### src/rtl/pll_mode_ctrl.sv
// PLL reset sequencing, lock qualification and runtime mode selection for the rPLL.
// Runs entirely on the 27 MHz reference clock; PLOCK is synchronised before use.
module pll_mode_ctrl #(
    parameter int unsigned MODE_W       = 2,
    parameter int unsigned NUM_MODES    = 3,
    parameter int unsigned DEFAULT_MODE = 0,
    parameter int unsigned RST_CYCLES   = 16,
    parameter int unsigned LOCK_STABLE  = 1024,
    parameter int unsigned LOCK_TIMEOUT = 1048576,
    parameter int unsigned CNT_W        = 8
) (
    input  logic              C27M,
    input  logic              RESET,
    input  logic              PLOCK,
    input  logic [MODE_W-1:0] MODE_REQ,
    input  logic              MODE_REQ_VALID,
    output logic              MODE_REQ_READY,
    output logic              PLL_RESET,
    output logic [MODE_W-1:0] PLL_SEL,
    output logic              VIDEO_RST,
    output logic              LOCKED,
    output logic              BAD_MODE,
    output logic              TIMEOUT_ERR,
    output logic [CNT_W-1:0]  LOCK_LOSS_CNT
);

    localparam int unsigned MAX_A   = (RST_CYCLES > LOCK_STABLE) ? RST_CYCLES : LOCK_STABLE;
    localparam int unsigned MAX_CNT = (MAX_A > LOCK_TIMEOUT) ? MAX_A : LOCK_TIMEOUT;
    localparam int unsigned TMR_W   = $clog2(MAX_CNT + 1);

    localparam logic [TMR_W-1:0] RST_LAST     = TMR_W'(RST_CYCLES - 1);
    // WAIT_LOCK's first lock cycle already counts toward LOCK_STABLE.
    localparam logic [TMR_W-1:0] STABLE_LAST  = TMR_W'((LOCK_STABLE >= 2) ? (LOCK_STABLE - 2) : 0);
    localparam logic [TMR_W-1:0] TIMEOUT_LAST = TMR_W'(LOCK_TIMEOUT - 1);
    localparam logic [CNT_W-1:0] LOSS_MAX     = '1;

    localparam logic [1:0] ST_PLL_RST   = 2'd0;
    localparam logic [1:0] ST_WAIT_LOCK = 2'd1;
    localparam logic [1:0] ST_STABLE    = 2'd2;
    localparam logic [1:0] ST_RUN       = 2'd3;

    logic [1:0]        state_q, state_d;
    logic [TMR_W-1:0]  tmr_q, tmr_d;
    logic [MODE_W-1:0] pll_sel_q, pll_sel_d;
    logic [CNT_W-1:0]  loss_cnt_q, loss_cnt_d;
    logic              timeout_err_q, timeout_err_d;
    logic              bad_mode_q, bad_mode_d;
    logic              pll_reset_q, pll_reset_d;
    logic              video_rst_q, video_rst_d;
    logic              locked_q, locked_d;
    logic              lock_meta_q, lock_s_q;
    logic              req_bad_c;

    assign req_bad_c      = (32'(MODE_REQ) >= NUM_MODES);
    assign MODE_REQ_READY = (state_q == ST_RUN) && lock_s_q;

    // Two-flop synchroniser for the asynchronous PLL lock.
    always_ff @(posedge C27M or posedge RESET) begin
        if (RESET) begin
            lock_meta_q <= 1'b0;
            lock_s_q    <= 1'b0;
        end else begin
            lock_meta_q <= PLOCK;
            lock_s_q    <= lock_meta_q;
        end
    end

    always_ff @(posedge C27M or posedge RESET) begin
        if (RESET) begin
            state_q       <= ST_PLL_RST;
            tmr_q         <= '0;
            pll_sel_q     <= MODE_W'(DEFAULT_MODE);
            loss_cnt_q    <= '0;
            timeout_err_q <= 1'b0;
            bad_mode_q    <= 1'b0;
            pll_reset_q   <= 1'b1;
            video_rst_q   <= 1'b1;
            locked_q      <= 1'b0;
        end else begin
            state_q       <= state_d;
            tmr_q         <= tmr_d;
            pll_sel_q     <= pll_sel_d;
            loss_cnt_q    <= loss_cnt_d;
            timeout_err_q <= timeout_err_d;
            bad_mode_q    <= bad_mode_d;
            pll_reset_q   <= pll_reset_d;
            video_rst_q   <= video_rst_d;
            locked_q      <= locked_d;
        end
    end

    always_comb begin
        state_d       = state_q;
        tmr_d         = tmr_q;
        pll_sel_d     = pll_sel_q;
        loss_cnt_d    = loss_cnt_q;
        timeout_err_d = timeout_err_q;
        bad_mode_d    = 1'b0;

        case (state_q)
            ST_PLL_RST: begin
                if (tmr_q == RST_LAST) begin
                    state_d = ST_WAIT_LOCK;
                    tmr_d   = '0;
                end else begin
                    tmr_d = tmr_q + TMR_W'(1);
                end
            end
            ST_WAIT_LOCK: begin
                if (lock_s_q) begin
                    tmr_d = '0;
                    if (LOCK_STABLE < 2) state_d = ST_RUN;
                    else                 state_d = ST_STABLE;
                end else if (tmr_q == TIMEOUT_LAST) begin
                    timeout_err_d = 1'b1;
                    state_d       = ST_PLL_RST;
                    tmr_d         = '0;
                end else begin
                    tmr_d = tmr_q + TMR_W'(1);
                end
            end
            ST_STABLE: begin
                if (!lock_s_q) begin
                    state_d = ST_WAIT_LOCK;
                    tmr_d   = '0;
                end else if (tmr_q == STABLE_LAST) begin
                    state_d = ST_RUN;
                    tmr_d   = '0;
                end else begin
                    tmr_d = tmr_q + TMR_W'(1);
                end
            end
            ST_RUN: begin
                // Lock loss wins over a pending request; READY is already low.
                if (!lock_s_q) begin
                    if (loss_cnt_q != LOSS_MAX) loss_cnt_d = loss_cnt_q + CNT_W'(1);
                    state_d = ST_PLL_RST;
                    tmr_d   = '0;
                end else if (MODE_REQ_VALID) begin
                    if (req_bad_c) begin
                        bad_mode_d = 1'b1;
                    end else if (MODE_REQ != pll_sel_q) begin
                        pll_sel_d = MODE_REQ;
                        state_d   = ST_PLL_RST;
                        tmr_d     = '0;
                    end
                end
            end
            default: begin
                state_d = ST_PLL_RST;
                tmr_d   = '0;
            end
        endcase

        pll_reset_d = (state_d == ST_PLL_RST);
        locked_d    = (state_d == ST_RUN);
        video_rst_d = !locked_d;
    end

    assign PLL_RESET     = pll_reset_q;
    assign PLL_SEL       = pll_sel_q;
    assign VIDEO_RST     = video_rst_q;
    assign LOCKED        = locked_q;
    assign BAD_MODE      = bad_mode_q;
    assign TIMEOUT_ERR   = timeout_err_q;
    assign LOCK_LOSS_CNT = loss_cnt_q;

endmodule

### config.mk
export PLATFORM = sky130hd
export DESIGN_NAME = pll_mode_ctrl
export DESIGN_NICKNAME = d
export VERILOG_FILES = /design/src/rtl/pll_mode_ctrl.sv
export SDC_FILE = /design/constraint.sdc
export NUM_CORES = 1
export LEC_CHECK = 0
export ABC_AREA = 1
export CORE_MARGIN = 5
export CORE_UTILIZATION = 30
export CTS_CLUSTER_SIZE = 28
export DETAILED_ROUTE_END_ITERATION = 8
export MAX_ROUTING_LAYER = met4
export PLACE_DENSITY_LB_ADDON = 0.12
export RECOVER_POWER = 50
export SLEW_MARGIN = 15
export SYNTH_ARGS = -nofsm -noshare
export SYNTH_HDL_FRONTEND = slang
export SYNTH_SLANG_ARGS = --single-unit
### constraint.sdc
create_clock -name C27M -period 1.5 [get_ports C27M]
set_input_delay 0.45 -clock C27M [delete_from_list [all_inputs] [get_ports C27M]]
set_output_delay 0.45 -clock C27M [all_outputs]
set_load 0.02 [all_outputs]
* Word level (Yosys, flattened, before mapping) *
Index checks and enable logic that the tools add are counted.

storage, ports and cells
  input bits = 6
  register bits = 40
  word-level logic and storage cells = 60
  output and inout bits = 16

operators by class
  bitwise gates (word level) = 2
  equal/unequal tests = 12
  reduce and logical (&&, ||, !) cells = 8
  multiplexer cells = 24
  add/sub/neg operators = 2
  magnitude comparators = 1

operators with widths
  kind                                                               count
  21-bit 2-to-1 mux                                                  9
  21-bit one-hot mux with 4 select lines                             1
  21-bit by 1-bit adder with 21-bit output, second input constant    1
  21-bit by 10-bit == test with 1-bit output, second input constant  1
  21-bit by 20-bit == test with 1-bit output, second input constant  1
  21-bit by 4-bit == test with 1-bit output, second input constant   1
  2-bit 2-to-1 mux                                                   9
  3-bit AND reduction                                                3
  8-bit by 1-bit adder with 8-bit output, second input constant      1
  8-bit != test, second input constant                               1
  2-bit one-hot mux with 4 select lines                              1
  2-bit == test, second input constant                               3
  3-bit != test, second input constant                               2
  5-bit AND reduction                                                1
  2-bit zero test                                                    2
  1-bit 2-to-1 mux                                                   4
  3-bit by 2-bit != test with 1-bit output, second input constant    1
  2-bit by 1-bit == test with 1-bit output, second input constant    1
  2-bit >= comparator, second input constant                         1
  2-bit != test                                                      1
  1-bit NOT                                                          2
  1-bit logical AND                                                  1
  1-bit zero test                                                    1

* Depth between registers and ports, before layout *
Gate-level depths: netlist of the first run.

  depth in word-level cells = 8
  mapped depth = 13
  gate-level depth less buffers = 12

* Worst setup path after synthesis of the first run *
No wires, ideal clock.

  kind = flip-flop to flip-flop
  start point = register tmr_q[1]
  end point = register tmr_q[19]
  setup time = 0.117 ns
  path slack = -0.012 ns
  data required time = 1.383 ns
  arrival = 1.395 ns
  stages on the path, launching flop included = 12
  clock period less this slack = 1.512 ns
  buffers on the path = 1
  path through = dfrtp_1 ha_1 inv_1 nor2_4 nand2_2 nor2_2 nand2_1 nand2_2 nand4_4 buf_6 nand2_1 nor2_1

between the ends
  word-level cells in the longest chain between the ends = 4
  elaborated cells between the ends (all ways) = 10
  classes of those cells = 1 x add/sub; 3 x eq/ne; 6 x mux

ends and longest elaborated chain
  what                                                                    line           RTL
  start, declared                                                         43             logic [TMR_W-1:0] tmr_q, tmr_d;
  start signal, assigned                                                  81             tmr_q <= tmr_d;
  21-bit by 1-bit adder with 21-bit output, or another cell as far along  106, 119, 130
  21-bit 2-to-1 mux, on equally long branches                             126, 114
  21-bit 2-to-1 mux, on equally long branches                             123, 110
  21-bit one-hot mux with 4 select lines (*)                              100            case (state_q)

Mark *: on every way between the ends. The rest lies on a longest branch, timed or not.
A chain may end at the register's enable or synchronous reset.

* Worst setup path after layout of the first run *
  start point = register tmr_q[0]
  end point = register tmr_q[11]

Same word-level chain as after synthesis.

==> results of run 1 <==
[layout by cell type (no fill, tap or decap), types with 3 or more instances in the layout]
master and instances:
sky130_fd_sc_hd__a21oi_1 3, sky130_fd_sc_hd__buf_4 60, sky130_fd_sc_hd__buf_6 5, sky130_fd_sc_hd__clkbuf_2 4
sky130_fd_sc_hd__clkbuf_8 5, sky130_fd_sc_hd__clkdlybuf4s15_1 5, sky130_fd_sc_hd__dfrtp_1 38, sky130_fd_sc_hd__dlygate4sd2_1 7
sky130_fd_sc_hd__inv_1 45, sky130_fd_sc_hd__inv_2 9, sky130_fd_sc_hd__nand2_1 70, sky130_fd_sc_hd__nand2_2 16
sky130_fd_sc_hd__nand2_4 6, sky130_fd_sc_hd__nand3_1 23, sky130_fd_sc_hd__nand3_2 4, sky130_fd_sc_hd__nand4_1 11
sky130_fd_sc_hd__nor2_1 33, sky130_fd_sc_hd__nor2_2 16, sky130_fd_sc_hd__nor2_4 6, sky130_fd_sc_hd__nor3_1 3
sky130_fd_sc_hd__o21ai_0 3, sky130_fd_sc_hd__xnor2_1 5, sky130_fd_sc_hd__xor2_1 5, sky130_fd_sc_hd__xor2_2 3
[per-layer routing]
layer | global-route usage [%] | vias to the layer above | share of wire [%]
li1 | - | 1166 | -
met1 | 17.7 | 1033 | 49
met2 | 20.8 | 38 | 47
met3 | 2.48 | 9 | 3.2
met4 | 4.31 | 0 | 1.4
met5 | - | - | 0
[per-stage QoR]
step	utilization [%]	hold slack [ns]	setup WS, ns	total power [mW]
3_5_place_dp	40.7	0.335	-0.568	2.85
3_3_place_gp	40.7	0.333	-0.534	2.85
2_1_floorplan	-	0.331	0.000209	2.13
6_report	46.2	0.353	-0.174	4.24
5_1_grt	46.2	0.378	-0.274	4.51
4_1_cts	43.5	0.355	-0.189	4.02
[flip-flops by register name (all words and copies together) (netlist names), 2 cells and up]
register,cells
PLL_SEL,2
tmr_q,21
LOCK_LOSS_CNT,8
state_q,2
[final cells by class]
cell class,count,area (um^2)
Fill cell,802,4140
Timing Repair Buffer,90,771
Multi-Input combinational cell,220,1300
Clock buffer,6,72.6
Inverter,56,218
Sequential cell,40,1000
Tap cell,102,128
Clock inverter,2,60.1
[final timing paths]
kind | from | end | slack (ns) | depth (start not counted)
hold / removal | lock_meta_q$_DFF_PP0_ | lock_s_q$_DFF_PP0_ | 0.35 | 0
hold reg to reg | lock_meta_q$_DFF_PP0_ | lock_s_q$_DFF_PP0_ | 0.35 | 0
max in group asynchronous | RESET | tmr_q[14]$_DFFE_PP0P_ | 0.35 | 3
min in group asynchronous | RESET | lock_meta_q$_DFF_PP0_ | 0.76 | 3
setup reg to reg | tmr_q[0]$_DFFE_PP0P_ | tmr_q[11]$_DFFE_PP0P_ | -0.17 | 11
setup / recovery | tmr_q[0]$_DFFE_PP0P_ | tmr_q[11]$_DFFE_PP0P_ | -0.17 | 11
[logic make-up (layout without fill, tap and decap cells)]
kind of cell             after synthesis  count (layout)  share of synthesized area, %
flip-flops                            40              40                          42.5
buffers and inverters                 61             154                          11.0
XOR/XNOR                              13              13                          4.83
AND/OR/NAND/NOR                      192             192                          37.0
adder cells (fa/ha/maj)                3               3                          1.59
multiplexers                           1               1                         0.477
AO/OA/AOI/OAI                         11              11                          2.60
[critical path, delay by kind of cell (launching register included)]
kind          cells  cell delay [ns]
buf+inv           3             0.28
flops             1             0.43
simple gates      7             0.69
fa+ha+maj         1             0.18
[power breakdown]
group / leakage (nW) / switching [mW] / total, mW / internal [mW]
Combinational: 1.23 / 0.977 / 1.81 / 0.833
Sequential: 0.535 / 0.120 / 1.35 / 1.23
Clock: 0.0654 / 0.408 / 1.07 / 0.666
Total: 1.83 / 1.51 / 4.24 / 2.73
[what timing repair did]
action                     in CTS  in global routing
buffers inserted                1                  7
setup endpoints to repair      42                 41
resized for setup              52                 61
gates cloned                    2                  0
pin swaps                       7                  7
==> reports/results.md, run 1 <==
### Floorplanning
• 98.7 um — Die Y
• 32 — standard-cell rows
• 7690 um^2 — floorplan core area
• 22 — I/O pin cnt
• 98.7 um — die width
• 30.7% — initial core utilization
• 9730 um^2 — die area

### Clocking
• 40 — Sinks on Clock Net
• built — CTS tree
• 0.08 ns — clock slew seen by the registers of the worst setup and hold paths
• 0 — Post-CTS Hold Buffers
• 0.30 ns — clock latency of the later-clocked register in the worst-skew pair
• sky130_fd_sc_hd__clkbuf_8 — Root Buffer Master
• 2 — CTS H-tree lvls
• 2 — clk buf depth
• 5 — Num CTS Buffers

### Timing
• 0.597 GHz — Fmax
• 1.67 ns — post-layout minimum cycle time
• 112% — final worst path period share
• 22 — setup violation total in the final timing report
• true — RSZ-0062 raised after global routing
• 0 — number of failing hold endpoints at the final stage
• 0.574 ns — transition time at the pin with the least slew margin
• -2.73 ns — TNS Setup
• 0.00593 ns — skew final
• 61.7% — remaining max-slew budget at the tightest pin
• -0.174 ns — Worst Slack Setup Final
• 0 — max-slew violation count

### Global route
• 2180 — via count of the first global-routing pass
• 0 — initial antenna violation count
• 10.2 mm — wire length of the first global-routing pass
• 41 — pin count of the biggest net entering global routing
• 0 — global route overflow
• 13.4% — global-route usage over all layers

### Routing
• 2246 — vias after detailed routing
• 0 — Remaining DRCs
• 61 — DRC violation total after the first TritonRoute iteration
• 4.35 — number of vias per cell after detailed routing
• 4 — first-pass iteration count of the detailed router
• 0 — number of nets still failing antenna checks after routing
• 6.06 mm — Final Routed Wirelength
• 11.7 um — average detailed-routed wire length per instance

### Power and ir drop
• 1.83 nW — leakage power figure
• 656 uV — peak supply drop
• 1190 nW/um^2 — power density over cell area

### Worst setup path
• 1.87 ns — data arrival time of the critical path
• 0.43 ns — Max stage delay on crit path
• sky130_fd_sc_hd__dfrtp_1 — Slowest-stage cell, CP
• reg2reg — Worst Setup Path Type
• 1.70 ns — required time of the worst setup path
• ha_4 -> inv_4 -> nor2_4 -> nand2_4 -> nor2_4 -> nand2_2 -> nand2_4 -> nand4_4 -> buf_12 -> nand2_1 -> inv_1 — CP Cell Sequence
• 7 — critical-path maximum fanout
• flop — kind of start point of the critical path
• flop — endpoint kind of the worst setup timing path

### Synthesis
• sky130_fd_sc_hd__dfrtp_1 — post-synth top area cell
• 330 — Net Count, Synth
• sky130_fd_sc_hd__dfrtp_1 — Post-synth top flop
• 100% — share of synthesized flip-flops with an asynchronous set or reset
• sky130_fd_sc_hd__dfrtp_1, sky130_fd_sc_hd__nand2_1, sky130_fd_sc_hd__inv_1 — ranking of synthesized cells by area
• 321 — Mapped Cells
• 27 — count of distinct cell types in the synthesized netlist
• 0 — count of flip-flops with a built-in enable after synthesis
• 7.35 um^2 — average instance area after synthesis
• sky130_fd_sc_hd__nand2_1 — most common cell in the netlist
• 2360 um^2 — cell area after synthesis
• sky130_fd_sc_hd__nand2_1, sky130_fd_sc_hd__inv_1, sky130_fd_sc_hd__nor2_1, sky130_fd_sc_hd__dfrtp_1, sky130_fd_sc_hd__nand3_1 — Commonest cells post-synth
• 42.5% — post-synthesis sequential area ratio
• 40.3% — Synth top area share
• 0 — synthesis warning total
• 40 — count of state elements after synthesis

### Run
• 0 — Max-Cap Viols

### Place
• 498 — instance count after placement with tap cells included
• 4.19 mm — Detail Placement HPWL
• 0.815 — routability cong.
• 3130 um^2 — Placement Cell Area
• 21 — total of buffers placed on input and output ports

### Finish
• 50.5% — Area Growth Syn to Fin
• 3550 um^2 — finished layout cell area
• 0 — antenna fix cells
• 37.9% — share of post-route cells with drive strength above 1
• 516 — final std cells w/o fill
• 422 — Post-layout nets

### Min path
• reg2reg — class of the tightest hold or removal check

### Status
• negative setup slack — violated checks
• finished, violations left — status

Note: power is estimated with default switching activity, not from simulation.
==> inputs of run 2 (changes only) <==
Settings changed: SETUP_SLACK_MARGIN set to 0.02.
==> reports/results.md, run 2 (same netlist as run 1, synthesis figures left out) <==
### Global route
• 41 — pin count of the biggest net entering global routing
• 0 — initial antenna violation count
• 0 — global route overflow
• 2227 — via count of the first global-routing pass
• 10.2 mm — wire length of the first global-routing pass
• 13.3% — global-route usage over all layers

### Clocking
• 2 — CTS H-tree lvls
• 0 — Post-CTS Hold Buffers
• 5 — Num CTS Buffers
• 2 — clk buf depth
• 0.30 ns — clock latency of the later-clocked register in the worst-skew pair
• 40 — Sinks on Clock Net
• 0.09 ns — clock slew seen by the registers of the worst setup and hold paths
• sky130_fd_sc_hd__clkbuf_8 — Root Buffer Master
• built — CTS tree

### Timing
• 24 — setup violation total in the final timing report
• 1.67 ns — post-layout minimum cycle time
• 0 — number of failing hold endpoints at the final stage
• 0.354 ns — worst hold slack after final layout
• true — RSZ-0062 raised after global routing
• 0.598 GHz — Fmax
• 0.568 ns — transition time at the pin with the least slew margin
• 112% — final worst path period share
• 62.1% — remaining max-slew budget at the tightest pin
• 0.00571 ns — skew final
• -0.173 ns — Worst Slack Setup Final
• 0 — max-slew violation count

### Floorplanning
• 7690 um^2 — floorplan core area
• 98.7 um — die width
• 9730 um^2 — die area
• 98.7 um — Die Y
• 32 — standard-cell rows
• 22 — I/O pin cnt
• 30.7% — initial core utilization

### Routing
• 4 — first-pass iteration count of the detailed router
• 11.3 um — average detailed-routed wire length per instance
• 4.30 — number of vias per cell after detailed routing
• 0 — number of nets still failing antenna checks after routing
• 59 — DRC violation total after the first TritonRoute iteration
• 0 — Remaining DRCs
• 2224 — vias after detailed routing
• 5.86 mm — Final Routed Wirelength

### Place
• 4.33 mm — Detail Placement HPWL
• 502 — instance count after placement with tap cells included
• 21 — total of buffers placed on input and output ports
• 0.894 — routability cong.

### Finish
• 21 — flip-flop count of the largest register, all copies and words added
• sky130_fd_sc_hd__nand2_1, sky130_fd_sc_hd__buf_4, sky130_fd_sc_hd__inv_1 — most used cells in the layout excluding fill and tap cells
• 423 — Post-layout nets
• 44.3% — share of the core filled with cells
• sky130_fd_sc_hd__nand2_1 — most common cell after layout, fill and taps aside
• 44.5% — Area Growth Syn to Fin
• 517 — final std cells w/o fill
• 813 — Fill cells
• 34.9% — share of post-route cells with drive strength above 1
• 0 — antenna fix cells
• tmr_q — register with the most flip-flops

### Worst setup path
• flop — kind of start point of the critical path
• -0.17 ns — worst reg-to-reg setup slack
• reg2reg — Worst Setup Path Type
• 3 — critical-path maximum fanout
• 1.70 ns — required time of the worst setup path
• 1.87 ns — data arrival time of the critical path
• flop — endpoint kind of the worst setup timing path

### Min path
• reg2reg — class of the tightest hold or removal check

### Status
• negative setup slack — violated checks
• finished, violations left — status

### Power and ir drop
• 4.17 mW — Power Total
• 1.79 nW — leakage power figure
• 1220 nW/um^2 — power density over cell area
• 734 uV — peak supply drop

### Run
• 0 — Max-Cap Viols

[run 2: changes by cell type in the layout (fill, tap and decap cells not counted), moves of 3 or more]
cell                            previous run  this run
sky130_fd_sc_hd__buf_4                    60        64
sky130_fd_sc_hd__clkbuf_2                  4         7
sky130_fd_sc_hd__dlygate4sd2_1             7         3
sky130_fd_sc_hd__nand2_4                   6         2
sky130_fd_sc_hd__nor2_1                   33        44
sky130_fd_sc_hd__nor2_2                   16         6
sky130_fd_sc_hd__xor2_1                    5         8
sky130_fd_sc_hd__xor2_2                    3         0
[run 2: worst paths after layout]
path | from | endpoint | depth (start not counted)
worst max-delay path | tmr_q[1]$_DFFE_PP0P_ | tmr_q[10]$_DFFE_PP0P_ | 12
worst min register to register | lock_meta_q$_DFF_PP0_ | lock_s_q$_DFF_PP0_ | 0
min in group asynchronous | RESET | lock_meta_q$_DFF_PP0_ | 3
worst min-delay path | lock_meta_q$_DFF_PP0_ | lock_s_q$_DFF_PP0_ | 0
max in group asynchronous | RESET | tmr_q[10]$_DFFE_PP0P_ | 3
worst max register to register | tmr_q[1]$_DFFE_PP0P_ | tmr_q[10]$_DFFE_PP0P_ | 12
[run 2: final cells by class]
type                       count  area [um^2]  share of cell area (%)
clock buffer                   5         68.8                    2.02
clock inverter                 3         90.1                    2.64
inverter                      56          213                    6.24
multi-input combinational    220         1180                    34.8
sequential                    40         1000                    29.5
tap                          102          128                    3.75
timing repair buffer          91          718                    21.1
[run 2: timing repair]
item	4_1_cts	5_1_grt
gates cloned	0	0
buffers inserted	3	4
gates resized for setup	53	36
pin swaps	14	5
endpoints found under the setup margin	42	42
[run 2: worst max-delay path: stages (launching register included)]
cell	delay, ns
sky130_fd_sc_hd__dfrtp_1	0.39
sky130_fd_sc_hd__ha_2	0.21
sky130_fd_sc_hd__inv_2	0.05
sky130_fd_sc_hd__nor2_4	0.11
sky130_fd_sc_hd__nand2_4	0.08
sky130_fd_sc_hd__buf_4	0.15
sky130_fd_sc_hd__nor3_4	0.17
sky130_fd_sc_hd__buf_4	0.16
sky130_fd_sc_hd__nand3_1	0.07
sky130_fd_sc_hd__nand2_1	0.07
sky130_fd_sc_hd__inv_1	0.04
sky130_fd_sc_hd__nand2_2	0.05
sky130_fd_sc_hd__inv_1	0.03
[run 2: where the power goes]
group	total (mW)	switching (mW)	internal (mW)
Clock	1.26	0.422	0.833
Sequential	1.35	0.118	1.23
Combinational	1.56	0.826	0.734
Total	4.17	1.37	2.80
[run 2: metrics by stage]
| stage | setup slack [ns] | TNS, ns | area (um^2) |
|---|---|---|---|
| after floorplan | 0.0214 | 0 | 2360 |
| after global placement | -0.507 | -12.16 | 3150 |
| after detailed placement | -0.540 | -12.62 | 3150 |
| after CTS | -0.171 | -2.84 | 3370 |
| after global routing | -0.300 | -5.76 | 3410 |
| final | -0.173 | -2.14 | 3410 |
[run 2: layer usage]
layer  GRT usage [%]  routed length, um  vias to the layer above
met1            17.4               2860                     1016
li1                -                  -                     1170
met4            3.99                 72                        0
met2            20.6               2750                       33
met5               -                  0                        -
met3            2.97                177                        5
==> inputs of run 3 (changes only) <==
Settings changed: CAP_MARGIN set to 30.
==> results of run 3 <==
Same layout as run 2: the final DEF is identical, and so are final timing and power.
